### src/rtl/neuromorphic_x1_arbiter.sv
// neuromorphic_x1_arbiter
// Two-requester round-robin arbiter and transaction sequencer in front of the
// NEUROMORPHIC_X1 functional port. One transaction is in flight at a time: the
// granted request is registered onto EN/R_WB/AD/DI/SEL and held until func_ack,
// after which a single-cycle req_ack (with read data on req_do) is returned.
// Optional build macro: NX1_ARB_TIMEOUT_EN adds a BUSY watchdog that aborts a
// transaction after TIMEOUT_CYCLES cycles with a sticky timeout_err flag.
module neuromorphic_x1_arbiter #(
  parameter int unsigned TIMEOUT_CYCLES = 255
) (
  input  logic        CLKin,
  input  logic        RSTin,
  input  logic [1:0]  req,
  input  logic [1:0]  req_rw,
  input  logic [63:0] req_ad,
  input  logic [63:0] req_di,
  input  logic [7:0]  req_sel,
  output logic [1:0]  req_ack,
  output logic [31:0] req_do,
  output logic        EN,
  output logic        R_WB,
  output logic [31:0] AD,
  output logic [31:0] DI,
  output logic [3:0]  SEL,
  input  logic [31:0] DO,
  input  logic        func_ack,
  output logic        busy,
  output logic        timeout_err
);

  typedef enum logic [1:0] {
    S_IDLE = 2'd0,
    S_BUSY = 2'd1,
    S_DONE = 2'd2
  } state_t;

  state_t      state_q, state_d;
  logic        gnt_q, gnt_d;
  logic        last_grant_q, last_grant_d;
  logic        en_q, en_d;
  logic        rwb_q, rwb_d;
  logic [31:0] ad_q, ad_d;
  logic [31:0] di_q, di_d;
  logic [3:0]  sel_q, sel_d;
  logic [1:0]  ack_q, ack_d;
  logic [31:0] do_q, do_d;

  // Arbitration result and the selected requester's fields
  logic        grant_valid;
  logic        grant_idx;
  logic        g_rw;
  logic [31:0] g_ad;
  logic [31:0] g_di;
  logic [3:0]  g_sel;

  // Abort request from the watchdog (constant 0 when the watchdog is not built)
  logic        timeout_hit;

  // Round-robin pick: a lone requester wins, on contention the one not served last
  always_comb begin
    grant_valid = 1'b0;
    grant_idx   = 1'b0;
    case (req)
      2'b01: begin
        grant_valid = 1'b1;
        grant_idx   = 1'b0;
      end
      2'b10: begin
        grant_valid = 1'b1;
        grant_idx   = 1'b1;
      end
      2'b11: begin
        grant_valid = 1'b1;
        grant_idx   = ~last_grant_q;
      end
      default: begin
        grant_valid = 1'b0;
        grant_idx   = 1'b0;
      end
    endcase
  end

  // Demultiplex the packed request fields of the winning requester
  always_comb begin
    g_rw  = 1'b0;
    g_ad  = 32'd0;
    g_di  = 32'd0;
    g_sel = 4'd0;
    if (grant_idx) begin
      g_rw  = req_rw[1];
      g_ad  = req_ad[63:32];
      g_di  = req_di[63:32];
      g_sel = req_sel[7:4];
    end else begin
      g_rw  = req_rw[0];
      g_ad  = req_ad[31:0];
      g_di  = req_di[31:0];
      g_sel = req_sel[3:0];
    end
  end

`ifdef NX1_ARB_TIMEOUT_EN
  localparam int unsigned TO_W = $clog2(TIMEOUT_CYCLES + 1);

  logic [TO_W-1:0] to_cnt_q, to_cnt_d;
  logic            to_err_q, to_err_d;

  // Watchdog: cleared at grant, counts BUSY cycles without func_ack; func_ack has priority
  always_comb begin
    to_cnt_d    = to_cnt_q;
    to_err_d    = to_err_q;
    timeout_hit = 1'b0;
    if (state_q == S_IDLE) begin
      if (grant_valid) begin
        to_cnt_d = {TO_W{1'b0}};
      end else begin
        to_cnt_d = to_cnt_q;
      end
    end else if ((state_q == S_BUSY) && !func_ack) begin
      if (to_cnt_q == TO_W'(TIMEOUT_CYCLES - 1)) begin
        timeout_hit = 1'b1;
        to_err_d    = 1'b1;
        to_cnt_d    = {TO_W{1'b0}};
      end else begin
        to_cnt_d = to_cnt_q + TO_W'(1);
      end
    end else begin
      to_cnt_d = to_cnt_q;
    end
  end

  // Watchdog counter and sticky error flag
  always_ff @(posedge CLKin or posedge RSTin) begin
    if (RSTin) begin
      to_cnt_q <= {TO_W{1'b0}};
      to_err_q <= 1'b0;
    end else begin
      to_cnt_q <= to_cnt_d;
      to_err_q <= to_err_d;
    end
  end

  assign timeout_err = to_err_q;
`else
  assign timeout_hit = 1'b0;
  assign timeout_err = 1'b0;
`endif

  // Sequencer next state: grant in IDLE, hold the bus in BUSY, acknowledge in DONE
  always_comb begin
    state_d      = state_q;
    gnt_d        = gnt_q;
    last_grant_d = last_grant_q;
    en_d         = en_q;
    rwb_d        = rwb_q;
    ad_d         = ad_q;
    di_d         = di_q;
    sel_d        = sel_q;
    ack_d        = 2'b00;
    do_d         = do_q;
    case (state_q)
      S_IDLE: begin
        if (grant_valid) begin
          state_d      = S_BUSY;
          gnt_d        = grant_idx;
          last_grant_d = grant_idx;
          en_d         = 1'b1;
          rwb_d        = g_rw;
          ad_d         = g_ad;
          if (g_rw) begin
            // Reads present a neutral data/byte-select pattern to the macro
            di_d  = 32'd0;
            sel_d = 4'hF;
          end else begin
            di_d  = g_di;
            sel_d = g_sel;
          end
        end else begin
          state_d = S_IDLE;
        end
      end
      S_BUSY: begin
        if (func_ack) begin
          state_d = S_DONE;
          en_d    = 1'b0;
          if (gnt_q) begin
            ack_d = 2'b10;
          end else begin
            ack_d = 2'b01;
          end
          if (rwb_q) begin
            do_d = DO;
          end else begin
            do_d = do_q;
          end
        end else if (timeout_hit) begin
          state_d = S_DONE;
          en_d    = 1'b0;
          if (gnt_q) begin
            ack_d = 2'b10;
          end else begin
            ack_d = 2'b01;
          end
          do_d = 32'hDEAD_BEEF;
        end else begin
          state_d = S_BUSY;
        end
      end
      S_DONE: begin
        state_d = S_IDLE;
      end
      default: begin
        state_d = S_IDLE;
        en_d    = 1'b0;
      end
    endcase
  end

  // State and registered bus/response outputs; reset leaves requester 0 first in line
  always_ff @(posedge CLKin or posedge RSTin) begin
    if (RSTin) begin
      state_q      <= S_IDLE;
      gnt_q        <= 1'b0;
      last_grant_q <= 1'b1;
      en_q         <= 1'b0;
      rwb_q        <= 1'b0;
      ad_q         <= 32'd0;
      di_q         <= 32'd0;
      sel_q        <= 4'd0;
      ack_q        <= 2'b00;
      do_q         <= 32'd0;
    end else begin
      state_q      <= state_d;
      gnt_q        <= gnt_d;
      last_grant_q <= last_grant_d;
      en_q         <= en_d;
      rwb_q        <= rwb_d;
      ad_q         <= ad_d;
      di_q         <= di_d;
      sel_q        <= sel_d;
      ack_q        <= ack_d;
      do_q         <= do_d;
    end
  end

  assign EN      = en_q;
  assign R_WB    = rwb_q;
  assign AD      = ad_q;
  assign DI      = di_q;
  assign SEL     = sel_q;
  assign req_ack = ack_q;
  assign req_do  = do_q;
  assign busy    = (state_q != S_IDLE);

endmodule
### config.mk
export PLATFORM = sky130hd
export DESIGN_NAME = neuromorphic_x1_arbiter
export DESIGN_NICKNAME = d
export VERILOG_FILES = /design/src/rtl/neuromorphic_x1_arbiter.sv
export SDC_FILE = /design/constraint.sdc
export NUM_CORES = 1
export LEC_CHECK = 0
export ABC_AREA = 1
export CAP_MARGIN = 10
export CORE_MARGIN = 2
export CORE_UTILIZATION = 39
export DETAILED_ROUTE_END_ITERATION = 12
export PLACE_DENSITY = 0.92
export SLEW_MARGIN = 20
export SYNTH_ARGS = -nofsm -noshare
export SYNTH_HDL_FRONTEND = slang
export SYNTH_SLANG_ARGS = --single-unit
### constraint.sdc
create_clock -name CLKin -period 4.25 [get_ports CLKin]
set_clock_uncertainty 0.15 [all_clocks]
set_input_delay 0.85 -clock CLKin [delete_from_list [all_inputs] [get_ports CLKin]]
set_output_delay 0.85 -clock CLKin [all_outputs]
set_load 0.01 [all_outputs]
# [Word-level counts from Yosys, hierarchy flattened]
# Cells that the tools add are included.
[word_totals] register_bits=108 output_inout_bits=106 elab_cells=42
[classes] eq_ne=7 mux=17 bitwise=2 n_reduce_logical=6
[ops] operator="$mux W32" count=3
[ops] operator="$mux W2" count=4
[ops] operator="$mux W4" count=2
[ops] operator="$eq A2 B2 Y1 const B" count=3
[ops] operator="$reduce_and A3 Y1" count=2
[ops] operator="$mux W1" count=5
[ops] operator="$eq A2 B1 Y1 const B" count=2
[ops] operator="$ne A2 B2 Y1 const B" count=2
[ops] operator="$pmux W2 S2" count=1
[ops] operator="$pmux W1 S3" count=1
[ops] operator="$reduce_or A3 Y1" count=1
[ops] operator="$logic_not A2 Y1" count=1
[ops] operator="$not A1 Y1" count=2
[ops] operator="$pmux W1 S2" count=1
[ops] operator="$reduce_and A2 Y1" count=1
[ops] operator="$reduce_bool A2 Y1" count=1

# [Logic depth before layout (Yosys ltp)]
# Gate-level depths: netlist (run 1).
[logic_depth] word_depth=5 mapped_depth=9 mapped_depth_nobuf=7

# [Worst setup path before layout (run 1)]
# OpenSTA, ideal clock, no wires.
[synth_path] kind="input port to flip-flop" from="input port req[0]" to="register ad_q[30] (netlist: AD[30])" setup_ps=124 t_arrival_ps=1491 t_required_ps=3976 setup_slack_ps=2485 cell_stages=6 n_path_buf=2 cell_sequence="nand2_1 -> nand2_1 -> buf_4 -> buf_2 -> o211ai_1 -> nand2_1"
[synth_via] elab_chain_cells=4 elab_cells_between_ends=8 classes_between="eq/ne (3); mux (3); reduce/logical (2)"
[synth_rtl] element="start: declaration" line_no="13" rtl="input logic [1:0] req,"
[synth_rtl] element="$eq A2 B2 Y1 / $eq A2 B1 Y1 (equally long branches)" line_no="63" rtl="case (req)"
[synth_rtl] element="$reduce_or A3 Y1 (no source line)"
[synth_rtl] element="$mux W1" line_no="63"
[synth_rtl] element="$reduce_and A2 Y1 (no source line)"
[synth_rtl] element="end signal: assignment" line_no="227" rtl="ad_q <= 32'd0;"
[synth_rtl] element="end signal: assignment" line_no="238" rtl="ad_q <= ad_d;"
[synth_rtl] element="end: declaration" line_no="42" rtl="logic [31:0] ad_q, ad_d;"
# Several ways; a longest one is shown, not always the timed one.
# A chain may end at the register's enable or synchronous reset.

# [Worst setup path in the final report (run 1)]
[layout_path] from="input port req[1]" to="register ad_q[17] (netlist: AD[17])"
# Same word-level chain as after synthesis.

==> impl_metrics.toml, run 1 <==
[placement]
place_ws_ns = 0.8944
portBuffers = 279
placed_cell_area_mm2 = 0.008019
hpwl_um = 11740
gp_congestion = 0.7898

[clock_network]
clock_sinks = 108
cts_hold_buf = 0
cts_root_buf = "clkbuf_16"
cts.repair.resized = 0
worstSkewPairLatency_ns = 0.34
cts_tree = "done"
cts_buffers = 9
clk_pin_slew_ns = 0.08
htreeDepth = 3
post_cts_buffers = 0
clockBufferDepth = 2

[run_status]
status = "complete, no violations"

[logic_synthesis]
yosys_warnings = 0
syn_area_mm2 = 0.005146
synth_common_cells = "nand2_1 (323), dfrtp_1 (107), nand3_1 (101)"
synthMostInstantiatedCell = "nand2_1"
synth_top_area_share_pct = 52.03
ys_types = 17
yosys_register_bits = 108
netlist_instances = 672
synthTopCellsByArea = "dfrtp_1 (52%), nand2_1 (24%), nand3_1 (9.8%)"
synth_edf_count = 0
async_flop_share_pct = 100.0
yosys.area.top_type = "dfrtp_1"
synth.net_count = 847
ys_dominant_reg_cell = "dfrtp_1"
synth_seq_area_share_pct = 52.54
syn_avg_cell_area_um2 = 7.658

[finish]
area_growth_pct = 61.63
n_fill_cell = 1042
final_core_util_pct = 65.12
diodes = 0
fin_nets = 1099
fin_area_mm2 = 0.008318
drive_gt1_share_pct = 3.445

[detailed_routing]
routed_wl_um = 16210
ant_nets = 0
wl_per_cell_um = 14.72
num_vias = 5402
vias_per_cell = 4.906
drc = 0
drt-initial-drc-count = 242
drt_first_pass_iters = 4

[timing]
tightest_slew_ns = 1.027
fin_ws_ns = 1.223
period_share_pct = 71.22
setup_viol = 0
finalSetupTns_ns = 0
relSlewSlack_pct = 31.35
fmax_ghz = 0.3304
fin_crit_ns = 3.027
maxSlewViolCount = 0
finalHoldViolCount = 0
rsz0062_at_grt = "no"

[floorplan]
ios = 281
die-area_mm2 = 0.01413
core_area_mm2 = 0.01277
start_util_pct = 40.29
die_height_um = 118.9
fp.dieW_um = 118.9
rows = 41

[global_route]
grt_max_degree = 80
grt_usage_pct = 22.80
grt_pass1_vias = 5236
grt_antenna_before_repair = 0
overflow = 0
grt_pass1_wl_um = 25850

[flow_run]
maxCapViolations = 0

[setup_path]
endpoint_kind = "flop"
cp.required_ns = 4.37
worstSetupPathType = "in2reg"
arrival_ns = 3.14
start_kind = "input pin"
crit_path_max_fanout = 71

[power]
total_leakage_power_nw = 4.143
power_per_cell_area_mw_per_mm2 = 624.2
ir_drop_uv = 321.6

[min_path]
hp-class = "reg2reg"
per-layer routing:
layer	part of all wire (%)	GRT usage, %
met5	0	0
met4	2.5	8.557
met3	7.1	4.646
met2	50	40.01
met1	40	27.53
registers in the layout (all words and copies together), names as in the netlist:
register	flops
last_grant_q	1
AD	32
state_q	2
DI	32
req_ack	2
req_do	32
SEL	4
gnt_q	1
R_WB	1
EN	1
worst max-delay path: stages:
cell and delay [ns]:
clkdlybuf4s50_1 0.99, nor2_1 0.18, nor2_4 0.15, buf_4 0.59, o211ai_1 0.20, nand2_1 0.10
area by class of cell:
class / count / area [µm²] / area share, %
multi-input combinational: 469 / 2032 / 24.43
clock inverter: 6 / 70.07 / 0.8424
timing repair buffer: 288 / 2885 / 34.69
inverter: 48 / 182.7 / 2.196
tap: 172 / 215.2 / 2.587
sequential: 108 / 2704 / 32.51
clock buffer: 10 / 229.0 / 2.753
cell families after synthesis:
| family | share of synthesized area, % |
|---|---|
| and+or+nand+nor | 34.31 |
| AOI/OAI and AO/OA | 4.960 |
| other | 0.07287 |
| DFF | 52.54 |
| buffers and inverters | 8.120 |
worst paths after layout:
check | startpoint | endpoint | slack, ns | cells after the start
worst max register to register | last_grant_q | SEL[0] | 2.13 | 7
worst min-delay path | gnt_q | req_ack[0] | 0.28 | 1
worst max-delay path | req[1] | AD[17] | 1.22 | 6
max in group asynchronous | RSTin | last_grant_q | 2.30 | 3
min in group asynchronous | RSTin | req_do[7] | 0.78 | 2
worst min register to register | gnt_q | req_ack[0] | 0.28 | 1
report_power, final:
part	switching, W	leakage (nW)	internal, W
sequential	0.000274	1.36	0.00152
clock	0.000384	0.136	0.000462
combinational	0.00127	2.65	0.00128
layout by cell type, fill, tap and decap left out:
cell type        netlist  layout
nor2_1                 6       6
nand2_4                0       1
clkinvlp_4             0       3
nand3_1              101     101
nand2_2                1       1
clkbuf_16              0       9
nand2_1              323     322
nand3b_1               1       1
dfstp_2                1       1
clkdlybuf4s50_1        0     279
inv_1                 45      44
dfrtp_1              107     107
inv_4                  0       1
buf_4                  3       7
conb_1                 1       1
o211ai_1              32      32
clkbuf_1               4       1
o21ai_0                2       2
inv_6                  0       2
inv_2                  3       3
bufinv_16              0       1
buf_12                 0       2
nor2_4                 1       1
a21oi_1                1       1
per-stage QoR:
stage,hold slack [ns],power [W],std cells
floorplan,0.2532,0.002948,672
global placement,0.2615,0.004303,1085
detailed placement,0.2654,0.004378,1085
CTS,0.2798,0.005243,1101
global route,0.3082,0.005536,1101
finish,0.2765,0.005192,1101
(Power assumes the default switching activity.)
==> inputs of run 2 (changes only) <==
clock period = 2.95 ns   (was 4.25 ns; I/O delays follow)
==> impl_metrics.toml, run 2 (synthesized netlist as in run 1, its figures left out) <==
[clock_network]
htreeDepth = 3
post_cts_buffers = 0
cts_root_buf = "clkbuf_16"
cts_tree = "done"
clockBufferDepth = 2
cts.repair.resized = 0
cts_hold_buf = 0
clock_sinks = 108
worstSkewPairLatency_ns = 0.34
cts_buffers = 9
clk_pin_slew_ns = 0.07

[timing]
maxSlewViolCount = 0
fmax_ghz = 0.4338
rsz0062_at_grt = "no"
fin_crit_ns = 2.305
finalHoldViolCount = 0
finalSetupTns_ns = 0
tightest_slew_ns = 0.6064
setup_viol = 0
relSlewSlack_pct = 59.52
period_share_pct = 78.14

[setup_path]
crit_path_max_fanout = 38
endpoint_kind = "flop"
regToRegSetupSlack_ns = 0.95
crit_path_frequent_cell = "nand2_1"
critPathSlowestCell = "clkdlybuf4s50_1"
slowest_delay_ns = 0.58
cp_cell_sequence = "clkdlybuf4s50_1 -> buf_4 -> nand3_1 -> nand2_2 -> buf_4 -> nand2_1 -> nand2_1 -> nand2_1"
worstSetupPathType = "in2reg"
cp.required_ns = 3.03
arrival_ns = 2.38
start_kind = "input pin"

[global_route]
top_usage_layer = "met2"
met2_usage_pct = 39.62
grt_use_met1_pct = 26.71
grt_pass1_vias = 5222
grt_antenna_before_repair = 0
grt_use_met3_pct = 5.364
grt_max_degree = 72
overflow = 0
grt_pass1_wl_um = 25670
grt_usage_pct = 22.59

[floorplan]
ios = 281
core_area_mm2 = 0.01277
die_height_um = 118.9
start_util_pct = 40.29
fp.dieW_um = 118.9
rows = 41
die-area_mm2 = 0.01413

[power]
total_leakage_power_nw = 4.174
ir_drop_uv = 505.5
power_per_cell_area_mw_per_mm2 = 898.4

[detailed_routing]
vias_per_cell = 4.868
drt-initial-drc-count = 317
drt_first_pass_iters = 5
num_vias = 5374
ant_nets = 0
routed_wl_um = 15900
drc = 0
wl_per_cell_um = 14.40

[placement]
gp_congestion = 0.8156
placed_cell_area_mm2 = 0.008080
portBuffers = 279
hpwl_um = 11550

[finish]
drive_gt1_share_pct = 3.863
final_cell_mix = "nand2_1 (322), clkdlybuf4s50_1 (279), dfrtp_1 (107)"
final_core_util_pct = 65.67
final_common_cell = "nand2_1"
area_growth_pct = 63.00
n_fill_cell = 1024
fin_nets = 1102
diodes = 0
fin_area_mm2 = 0.008388

[run_status]
status = "complete, no violations"

[min_path]
hp-class = "reg2reg"

[flow_run]
maxCapViolations = 0
[run 2: changes by cell type in the layout (fill, tap and decap cells not counted)]
cell      previous run  this run
clkinv_4             0         1
clkbuf_1             1         0
inv_8                0         1
buf_12               2         5
inv_4                1         0
[run 2: final timing paths]
kind / startpoint / endpoint / cells after the start
setup / recovery: req[1] / SEL[3] / 8
setup reg to reg: last_grant_q / SEL[3] / 8
min in group asynchronous: RSTin / AD[26] / 3
hold reg to reg: gnt_q / req_ack[0] / 1
hold / removal: gnt_q / req_ack[0] / 1
max in group asynchronous: RSTin / last_grant_q / 3
[run 2: critical path: cells and delay by family]
family	cells	cell delay, ns
buffers and inverters	3	1.33
and+or+nand+nor	5	0.46
[run 2: cell type report]
| cell class | instances | area (µm²) | share of cell area, % |
|---|---|---|---|
| timing repair buffer | 291 | 2945 | 35.11 |
| sequential | 108 | 2704 | 32.23 |
| multi-input combinational | 469 | 2032 | 24.22 |
| clock buffer | 9 | 225.2 | 2.685 |
| tap | 172 | 215.2 | 2.566 |
| inverter | 48 | 183.9 | 2.193 |
| clock inverter | 7 | 82.58 | 0.9845 |
[run 2: where the power goes]
group | internal [W] | switching [W]
clock | 0.000672 | 0.000561
sequential | 0.00219 | 0.000384
combinational | 0.00188 | 0.00184
[run 2: routing by layer]
metal	wire, µm	share of wire (%)	up-vias
met5	0	0	-
met4	433	2.7	0
met3	1191	7.5	32
met2	7983	50	237
met1	6289	40	2477
li1	-	-	2628
[run 2: per-stage QoR]
stage                     cells  hold slack [ns]  setup WS, ns  power (W)
after floorplan             672           0.2532        0.9093   0.004247
after global placement     1088           0.2587        0.3612   0.006225
after detailed placement   1088           0.2704        0.3271   0.006350
after CTS                  1104           0.2792        0.6780   0.007608
after global routing       1104           0.3108        0.5096   0.008074
final                      1104           0.2777        0.6450   0.007536
